**src/rtl/axi2apb_pkg.sv**
```systemverilog
// rtl/axi2apb_pkg.sv - shared types and constants for the AXI-to-APB bridge
//
// Purpose: scheduler state encoding, AXI response codes, command/response
// field offsets and the ceil_log2 helper used to size counters.
// Ports: none (package).

package axi2apb_pkg;

   typedef enum logic [1:0] {
      ST_IDLE   = 2'd0,
      ST_SETUP  = 2'd1,
      ST_ACCESS = 2'd2,
      ST_RESP   = 2'd3
   } sched_state_e;

   localparam int RESP_WIDTH = 2;
   localparam logic [RESP_WIDTH-1:0] RESP_OKAY   = 2'b00;
   localparam logic [RESP_WIDTH-1:0] RESP_SLVERR = 2'b10;

   // Fixed low-order field positions; the higher fields sit directly above
   // these and depend on the configured widths, so the modules derive them.
   localparam int WCMD_DATA_LSB = 0;   // {id, addr, wdata}
   localparam int RCMD_ADDR_LSB = 0;   // {id, addr}
   localparam int RSP_RESP_LSB  = 0;   // {id, resp} / {id, rdata, resp}
   localparam int RRSP_DATA_LSB = RESP_WIDTH;

   function automatic int ceil_log2(input int unsigned value);
      int r;
      r = 0;
      while ((longint'(1) << r) < longint'(value)) begin
         r = r + 1;
      end
      return r;
   endfunction

endpackage

```
**src/rtl/apb_rr_arb2.sv**
```systemverilog
// rtl/apb_rr_arb2.sv - two-way round-robin grant between write and read requests
//
// Purpose: grants one of two requesters; on a tie the side that did not win
// last time is chosen. A grant is taken as an accepted pop, so the last-winner
// pointer moves whenever a grant is issued.
// Ports:
//   clk, rst        clock and synchronous active-high reset
//   gnt_en          grants may be issued this cycle
//   req_wr, req_rd  requests
//   gnt_wr, gnt_rd  one-hot-or-zero combinational grants

module apb_rr_arb2 (
   input  logic clk,
   input  logic rst,
   input  logic gnt_en,
   input  logic req_wr,
   input  logic req_rd,
   output logic gnt_wr,
   output logic gnt_rd
);

   // 1 = read won last, so write wins the next tie
   logic last_rd_q;
   logic last_rd_d;

   always_comb begin
      gnt_wr    = gnt_en && req_wr && (!req_rd || last_rd_q);
      gnt_rd    = gnt_en && req_rd && (!req_wr || !last_rd_q);
      last_rd_d = last_rd_q;
      if (gnt_wr) begin
         last_rd_d = 1'b0;
      end else if (gnt_rd) begin
         last_rd_d = 1'b1;
      end
   end

   always_ff @(posedge clk) begin
      if (rst) begin
         last_rd_q <= 1'b1;
      end else begin
         last_rd_q <= last_rd_d;
      end
   end

endmodule

```
**src/rtl/apb_cmd_sched.sv**
```systemverilog
// rtl/apb_cmd_sched.sv - APB3 transfer scheduler fed by write/read command FIFOs
//
// Purpose: pops one command at a time (round-robin between write and read),
// runs a single APB3 SETUP/ACCESS transfer with optional timeout, and pushes
// the AXI-style response into the matching response FIFO.
// Ports:
//   dst_clk, dst_rst                   clock, synchronous active-high reset
//   wr_cmd_vld/rdy/data                write command {id, addr, wdata}
//   rd_cmd_vld/rdy/data                read command {id, addr}
//   wr_rsp_vld/rdy/data                write response {id, resp}
//   rd_rsp_vld/rdy/data                read response {id, rdata, resp}
//   paddr, psel, penable, pwrite,
//   pwdata, prdata, pready, pslverr    APB3 master
//   busy                               scheduler not idle
//   timeout_err                        one-cycle pulse on an aborted transfer

module apb_cmd_sched
   import axi2apb_pkg::*;
#(
   parameter int unsigned ADDR_WIDTH     = 32,
   parameter int unsigned DATA_WIDTH     = 32,
   parameter int unsigned ID_WIDTH       = 4,
   parameter int unsigned TIMEOUT_CYCLES = 255,
   parameter int unsigned TO_CNT_WIDTH   = (ceil_log2(TIMEOUT_CYCLES + 1) < 1) ? 1
                                           : ceil_log2(TIMEOUT_CYCLES + 1)
) (
   input  logic                                  dst_clk,
   input  logic                                  dst_rst,
   input  logic                                  wr_cmd_vld,
   output logic                                  wr_cmd_rdy,
   input  logic [ID_WIDTH+ADDR_WIDTH+DATA_WIDTH-1:0] wr_cmd_data,
   input  logic                                  rd_cmd_vld,
   output logic                                  rd_cmd_rdy,
   input  logic [ID_WIDTH+ADDR_WIDTH-1:0]        rd_cmd_data,
   output logic                                  wr_rsp_vld,
   input  logic                                  wr_rsp_rdy,
   output logic [ID_WIDTH+2-1:0]                 wr_rsp_data,
   output logic                                  rd_rsp_vld,
   input  logic                                  rd_rsp_rdy,
   output logic [ID_WIDTH+DATA_WIDTH+2-1:0]      rd_rsp_data,
   output logic [ADDR_WIDTH-1:0]                 paddr,
   output logic                                  psel,
   output logic                                  penable,
   output logic                                  pwrite,
   output logic [DATA_WIDTH-1:0]                 pwdata,
   input  logic [DATA_WIDTH-1:0]                 prdata,
   input  logic                                  pready,
   input  logic                                  pslverr,
   output logic                                  busy,
   output logic                                  timeout_err
);

   localparam int WCMD_ADDR_LSB = WCMD_DATA_LSB + DATA_WIDTH;
   localparam int WCMD_ID_LSB   = WCMD_ADDR_LSB + ADDR_WIDTH;
   localparam int RCMD_ID_LSB   = RCMD_ADDR_LSB + ADDR_WIDTH;

   // Last counter value before abort; unused when the timeout is disabled.
   localparam logic [TO_CNT_WIDTH-1:0] TO_LAST =
      TO_CNT_WIDTH'((TIMEOUT_CYCLES == 0) ? 0 : TIMEOUT_CYCLES - 1);

   sched_state_e                state_q, state_d;
   logic                        sel_wr_q, sel_wr_d;
   logic [ID_WIDTH-1:0]         id_q, id_d;
   logic [ADDR_WIDTH-1:0]       paddr_q, paddr_d;
   logic [DATA_WIDTH-1:0]       pwdata_q, pwdata_d;
   logic                        pwrite_q, pwrite_d;
   logic                        psel_q, psel_d;
   logic                        penable_q, penable_d;
   logic [RESP_WIDTH-1:0]       resp_q, resp_d;
   logic [DATA_WIDTH-1:0]       rdata_q, rdata_d;
   logic [TO_CNT_WIDTH-1:0]     to_cnt_q, to_cnt_d;
   logic                        timeout_err_q, timeout_err_d;
   logic                        gnt_wr, gnt_rd;

   apb_rr_arb2 u_arb (
      .clk    (dst_clk),
      .rst    (dst_rst),
      .gnt_en (state_q == ST_IDLE),
      .req_wr (wr_cmd_vld),
      .req_rd (rd_cmd_vld),
      .gnt_wr (gnt_wr),
      .gnt_rd (gnt_rd)
   );

   always_comb begin
      state_d       = state_q;
      sel_wr_d      = sel_wr_q;
      id_d          = id_q;
      paddr_d       = paddr_q;
      pwdata_d      = pwdata_q;
      pwrite_d      = pwrite_q;
      resp_d        = resp_q;
      rdata_d       = rdata_q;
      to_cnt_d      = to_cnt_q;
      timeout_err_d = 1'b0;

      case (state_q)
         ST_IDLE: begin
            if (gnt_wr || gnt_rd) begin
               sel_wr_d = gnt_wr;
               to_cnt_d = '0;
               state_d  = ST_SETUP;
               if (gnt_wr) begin
                  id_d     = wr_cmd_data[WCMD_ID_LSB +: ID_WIDTH];
                  paddr_d  = wr_cmd_data[WCMD_ADDR_LSB +: ADDR_WIDTH];
                  pwdata_d = wr_cmd_data[WCMD_DATA_LSB +: DATA_WIDTH];
                  pwrite_d = 1'b1;
               end else begin
                  id_d     = rd_cmd_data[RCMD_ID_LSB +: ID_WIDTH];
                  paddr_d  = rd_cmd_data[RCMD_ADDR_LSB +: ADDR_WIDTH];
                  pwdata_d = '0;
                  pwrite_d = 1'b0;
               end
            end
         end
         ST_SETUP: begin
            state_d = ST_ACCESS;
         end
         ST_ACCESS: begin
            if (pready) begin
               resp_d  = pslverr ? RESP_SLVERR : RESP_OKAY;
               rdata_d = sel_wr_q ? '0 : prdata;
               state_d = ST_RESP;
            end else if (TIMEOUT_CYCLES != 0) begin
               if (to_cnt_q == TO_LAST) begin
                  resp_d        = RESP_SLVERR;
                  rdata_d       = '0;
                  timeout_err_d = 1'b1;
                  state_d       = ST_RESP;
               end else begin
                  to_cnt_d = to_cnt_q + TO_CNT_WIDTH'(1);
               end
            end
         end
         ST_RESP: begin
            if ((sel_wr_q && wr_rsp_rdy) || (!sel_wr_q && rd_rsp_rdy)) begin
               state_d = ST_IDLE;
            end
         end
         default: begin
            state_d = ST_IDLE;
         end
      endcase

      // APB strobes are registered from the next state so they change on the
      // same edge as the state itself.
      psel_d    = (state_d == ST_SETUP) || (state_d == ST_ACCESS);
      penable_d = (state_d == ST_ACCESS);
   end

   always_ff @(posedge dst_clk) begin
      if (dst_rst) begin
         state_q       <= ST_IDLE;
         sel_wr_q      <= 1'b0;
         id_q          <= '0;
         paddr_q       <= '0;
         pwdata_q      <= '0;
         pwrite_q      <= 1'b0;
         psel_q        <= 1'b0;
         penable_q     <= 1'b0;
         resp_q        <= '0;
         rdata_q       <= '0;
         to_cnt_q      <= '0;
         timeout_err_q <= 1'b0;
      end else begin
         state_q       <= state_d;
         sel_wr_q      <= sel_wr_d;
         id_q          <= id_d;
         paddr_q       <= paddr_d;
         pwdata_q      <= pwdata_d;
         pwrite_q      <= pwrite_d;
         psel_q        <= psel_d;
         penable_q     <= penable_d;
         resp_q        <= resp_d;
         rdata_q       <= rdata_d;
         to_cnt_q      <= to_cnt_d;
         timeout_err_q <= timeout_err_d;
      end
   end

   assign wr_cmd_rdy  = gnt_wr;
   assign rd_cmd_rdy  = gnt_rd;
   assign wr_rsp_vld  = (state_q == ST_RESP) && sel_wr_q;
   assign rd_rsp_vld  = (state_q == ST_RESP) && !sel_wr_q;
   assign wr_rsp_data = {id_q, resp_q};
   assign rd_rsp_data = {id_q, rdata_q, resp_q};
   assign paddr       = paddr_q;
   assign psel        = psel_q;
   assign penable     = penable_q;
   assign pwrite      = pwrite_q;
   assign pwdata      = pwdata_q;
   assign busy        = (state_q != ST_IDLE);
   assign timeout_err = timeout_err_q;

endmodule

```
**config.mk**
```make
export PLATFORM = sky130hd
export DESIGN_NAME = apb_cmd_sched
export DESIGN_NICKNAME = d
export VERILOG_FILES = /design/src/rtl/axi2apb_pkg.sv /design/src/rtl/apb_rr_arb2.sv /design/src/rtl/apb_cmd_sched.sv
export SDC_FILE = /design/constraint.sdc
export NUM_CORES = 1
export LEC_CHECK = 0
export BUFFER_PORTS_ARGS = -buffer_cell sky130_fd_sc_hd__buf_2
export CORE_MARGIN = 4
export CORE_UTILIZATION = 35
export DETAILED_ROUTE_END_ITERATION = 7
export HOLD_SLACK_MARGIN = 0.06
export PLACE_DENSITY_LB_ADDON = 0.12
export RECOVER_POWER = 50
export SYNTH_ARGS = -nofsm -noshare
export SYNTH_HDL_FRONTEND = slang
export SYNTH_HIERARCHICAL = 1
export SYNTH_SLANG_ARGS = --single-unit
```
**constraint.sdc**
```tcl
create_clock -name dst_clk -period 2 [get_ports dst_clk]
set_input_delay 0.3 -clock dst_clk [delete_from_list [all_inputs] [get_ports dst_clk]]
set_output_delay 0.3 -clock dst_clk [all_outputs]
set_load 0.03 [all_outputs]
```
==> run_results.csv <==
group,metric,value,unit
grt,grt_start_max_net_pins,73,
sta,hold_ws,0.112,ns
route,drt_iter0_drc,144,
cts,max-clock-path-buffers,2,
cts,clock-root-buffer,"sky130_fd_sc_hd__clkbuf_16",
min_path,hold-path-cell-count,2,
setup_path,worstRegToRegCells,7,
setup_path,cp_slowest_cell,"sky130_fd_sc_hd__dfxtp_1",
sta,report.final.slew_viol_count,0,
floorplan,top_level_ports,261,
setup_path,timing.critical_path.slowest_cell_delay,0.33,ns
power,power,8.92,mW
setup_path,timing.critical_path.cells,"nor2_4 -> nand2_2 -> a21oi_4 -> buf_2",
route,num_vias,4262,
synthesis,synth-seq-cells,116,
sta,timing.fmax,545,MHz
floorplan,floorplan.die.height,121,µm
floorplan,fp-row-count,41,
setup_path,critPathKind,"flip-flop to primary output",
layout,fillers,1219,
grt,first_global_vias,4089,
cts,cts.clk_slew.worst_paths,0.05,ns
setup_path,worst-endpoint-arrival,1.53,ns
synthesis,synthDistinctLibCells,42,
placement,dp_hpwl,9.48,mm
layout,multiInputGateArea,1970,µm²
route,antenna_violating_nets_post_route,0,
cts,clock_tree_from_tritoncts,"yes",
power,cellPowerDensity,1380,nW/µm²
setup_path,timing.critical_path.from_type,"flip-flop",
placement,buffers_on_ports,258,
synthesis,yosys.area.top_type_share,51.9,%
layout,ff_latch_area,2320,µm²
power,power.net_switching,3.11,mW
floorplan,fp.coreArea,12600,µm²
power,pwr-share-clk,37.2,%
setup_path,timing.critical_path.max_delay_family,"flip-flops",
power,combPwrFrac,30.2,%
grt,initial_antenna_violation_count,0,
power,p_seq_share,32.6,%
synthesis,postSynth.topFlopCell,"sky130_fd_sc_hd__dfxtp_1",
synthesis,synth.largest_area_cell,"sky130_fd_sc_hd__dfxtp_1",
power,fraction_of_power_spent_switching_nets,34.9,%
synthesis,portion_of_the_post_synthesis_area_used_by_sequential_elements,51.9,%
route,detail_route.vias_per_cell,4.84,
power,p_int,5.81,mW
min_path,worstHoldPathType,"input port to flip-flop",
placement,dpl-instance-area,5960,µm²
power,worst_ir_drop_vdd,0.521,mV
sta,final-hold-violation-count,0,
cts,numClockSinks,116,
setup_path,critical_path_buf_inv_count,1,
synthesis,synth_top_cells_by_area,"sky130_fd_sc_hd__dfxtp_1 (52%), sky130_fd_sc_hd__mux2i_1 (8.5%), sky130_fd_sc_hd__nor2_1 (6.5%)",
synthesis,syn-instance-count,448,
setup_path,cp.required,1.70,ns
route,drc,0,
layout,final_nets,842,
floorplan,start_util,35.6,%
grt,all_layer_global_routing_usage,17.0,%
placement,gpl.final_weighted_congestion,0.859,
power,p_leak,2.74,nW
sta,min_period,1.83,ns
setup_path,critPathMaxFanout,8,
layout,postLayoutCoreUtil,51.6,%
grt,grt_remaining_overflow,0,
cts,clk-insertion-delay-late,0.40,ns
sta,final_min_period_over_clock_period,91.7,%
synthesis,async_reset_ff_share,0,%
sta,grt_setup_unrepaired,"false",
sta,skew,0.00749,ns
synthesis,synth_warnings,6,
min_path,hp-start,"prdata[23]",
run,max_cap_violations,0,
route,drtPass1Iterations,5,
setup_path,worst_r2r_src,"state_q[0]",
synthesis,avgSynthCellArea,9.99,µm²
cts,h-tree-depth,4,
layout,post-route-cell-area,6480,µm²
setup_path,worst_setup_path_end_kind,"primary output",
run_status,outcome,"finished, final reports clean",
layout,insertedDiodeCount,0,
placement,place.detailed.instances,848,
setup_path,setup.reg_to_reg.worst_slack,0.19,ns
route,routed_wl,12.8,mm
layout,area_delta_synth_final,44.8,%
layout,post_route_cells_drive_above_1_share,28.7,%
synthesis,number_of_enable_flip_flop_cells_after_synthesis,0,
floorplan,die_width,121,µm
setup_path,regToRegEndpoint,"to_cnt_q[4]",
sta,finish_stage_setup_viols,0,
cts,post_cts_buffers,0,
route,wire_per_inst,14.6,µm
grt,grt_first_pass_wirelength,19.8,mm
cts,tritoncts.num_buffers,17,
synthesis,netlist_area,4480,µm²
layout,final_cells,880,
floorplan,floorplan.die_area,14700,µm²
min_path,holdPathEnd,"rdata_q[23]",
[cell usage after synthesis, drive strengths merged (2+ instances only)]
library cell  count
a211o             2
a211oi           36
a21oi             7
a22o             32
a22oi            32
a31oi             5
and2              2
and3              4
buf              31
clkbuf           12
dfxtp           116
ha                3
inv               5
mux2i            38
nand2             8
nand3             4
nor2             78
nor2b             3
nor3              6
o211ai            2
o21ai             5
o311ai            2
or4               2
[cells in the final DEF (no fill, tap or decap), types with 3 or more instances in the layout]
master and instances:
sky130_fd_sc_hd__a22o_1 32, sky130_fd_sc_hd__and3_1 4, sky130_fd_sc_hd__buf_4 8, sky130_fd_sc_hd__mux2i_1 38, sky130_fd_sc_hd__a211oi_1 36, sky130_fd_sc_hd__clkinvlp_4 3
sky130_fd_sc_hd__ha_1 3, sky130_fd_sc_hd__a21oi_1 4, sky130_fd_sc_hd__clkbuf_16 17, sky130_fd_sc_hd__a22oi_1 32, sky130_fd_sc_hd__clkinv_2 3, sky130_fd_sc_hd__buf_2 148
sky130_fd_sc_hd__nand3_1 4, sky130_fd_sc_hd__buf_12 4, sky130_fd_sc_hd__nor2_1 77, sky130_fd_sc_hd__nor2b_1 3, sky130_fd_sc_hd__dfxtp_1 116, sky130_fd_sc_hd__clkbuf_1 110
sky130_fd_sc_hd__inv_1 5, sky130_fd_sc_hd__a31oi_1 5, sky130_fd_sc_hd__nor3_1 5, sky130_fd_sc_hd__nand2_1 7, sky130_fd_sc_hd__bufinv_16 5
[state kept, by name, indices dropped and copies added (netlist names)]
signal / count
paddr: 32
pwdata: 32
rdata_q: 32
to_cnt_q: 8
id_q: 4
state_q: 2
penable: 1
psel: 1
resp_q: 1
sel_wr_q: 1
timeout_err: 1
u_arb/last_rd_q: 1
[per-stage QoR]
step           setup TNS [ns]  worst slack (ns)
2_1_floorplan        -0.00512          -0.00512
3_3_place_gp                0             0.245
3_5_place_dp                0             0.157
4_1_cts                     0             0.123
5_1_grt                     0            0.0436
6_report                    0             0.166
[final cells by class]
type	instances	share of cell area [%]
inverter	5	0.290
clock inverter	13	3.17
multi-input combinational	285	30.4
sequential	116	35.8
timing repair buffer	270	20.0
clock buffer	19	6.99
tap	172	3.32
[routing by layer]
metal	share of wire, %	track usage (%)
met1	40	19.4
met2	48	27.7
met3	9.5	7.04
met4	2.6	8.00
met5	0	0
[worst reg2reg max path: cells and delay by family (launching register included)]
family | cells | cell delay (ns)
AO/OA/AOI/OAI | 4 | 0.94
flip-flops | 1 | 0.33
AND/OR/NAND/NOR | 3 | 0.42
[how the worst max path moves through the flow]
| stage | startpoint | to | slack [ns] | depth (start not counted) |
|---|---|---|---|---|
| after floorplan | state_q[0] | psel | -0.005 | 10 |
| after global placement | state_q[0] | to_cnt_q[6] | 0.25 | 7 |
| after global routing | state_q[0] | to_cnt_q[4] | 0.04 | 7 |
| after detailed placement | state_q[0] | to_cnt_q[2] | 0.16 | 7 |
| after CTS | state_q[0] | wr_cmd_rdy | 0.12 | 4 |
| final | state_q[0] | wr_cmd_rdy | 0.17 | 4 |
[power by group through the flow]
stage	combinational, mW	sequential (mW)	clock (mW)
5_1_grt	2.94	2.96	3.51
3_3_place_gp	2.81	2.93	0
2_1_floorplan	1.31	3.65	0
3_5_place_dp	2.84	2.94	0
6_report	2.69	2.91	3.32
4_1_cts	2.84	2.90	3.41
[timing repair]
item	in CTS	in global routing
setup endpoints to repair	0	4
hold endpoints to repair	0	0
hold buffers	0	0
resized for setup	0	1
[logic make-up (layout without fill, tap and decap cells)]
group,Yosys count,count (layout),share of synthesized area (%)
DFF,116,116,51.9
adders and majority gates,3,3,0.839
other,1,2,0.0838
muxes,38,38,8.50
AOI/OAI and AO/OA,129,129,22.1
buffers and inverters,48,307,5.37
and+or+nand+nor,113,113,11.3
(Power assumes the default switching activity.)
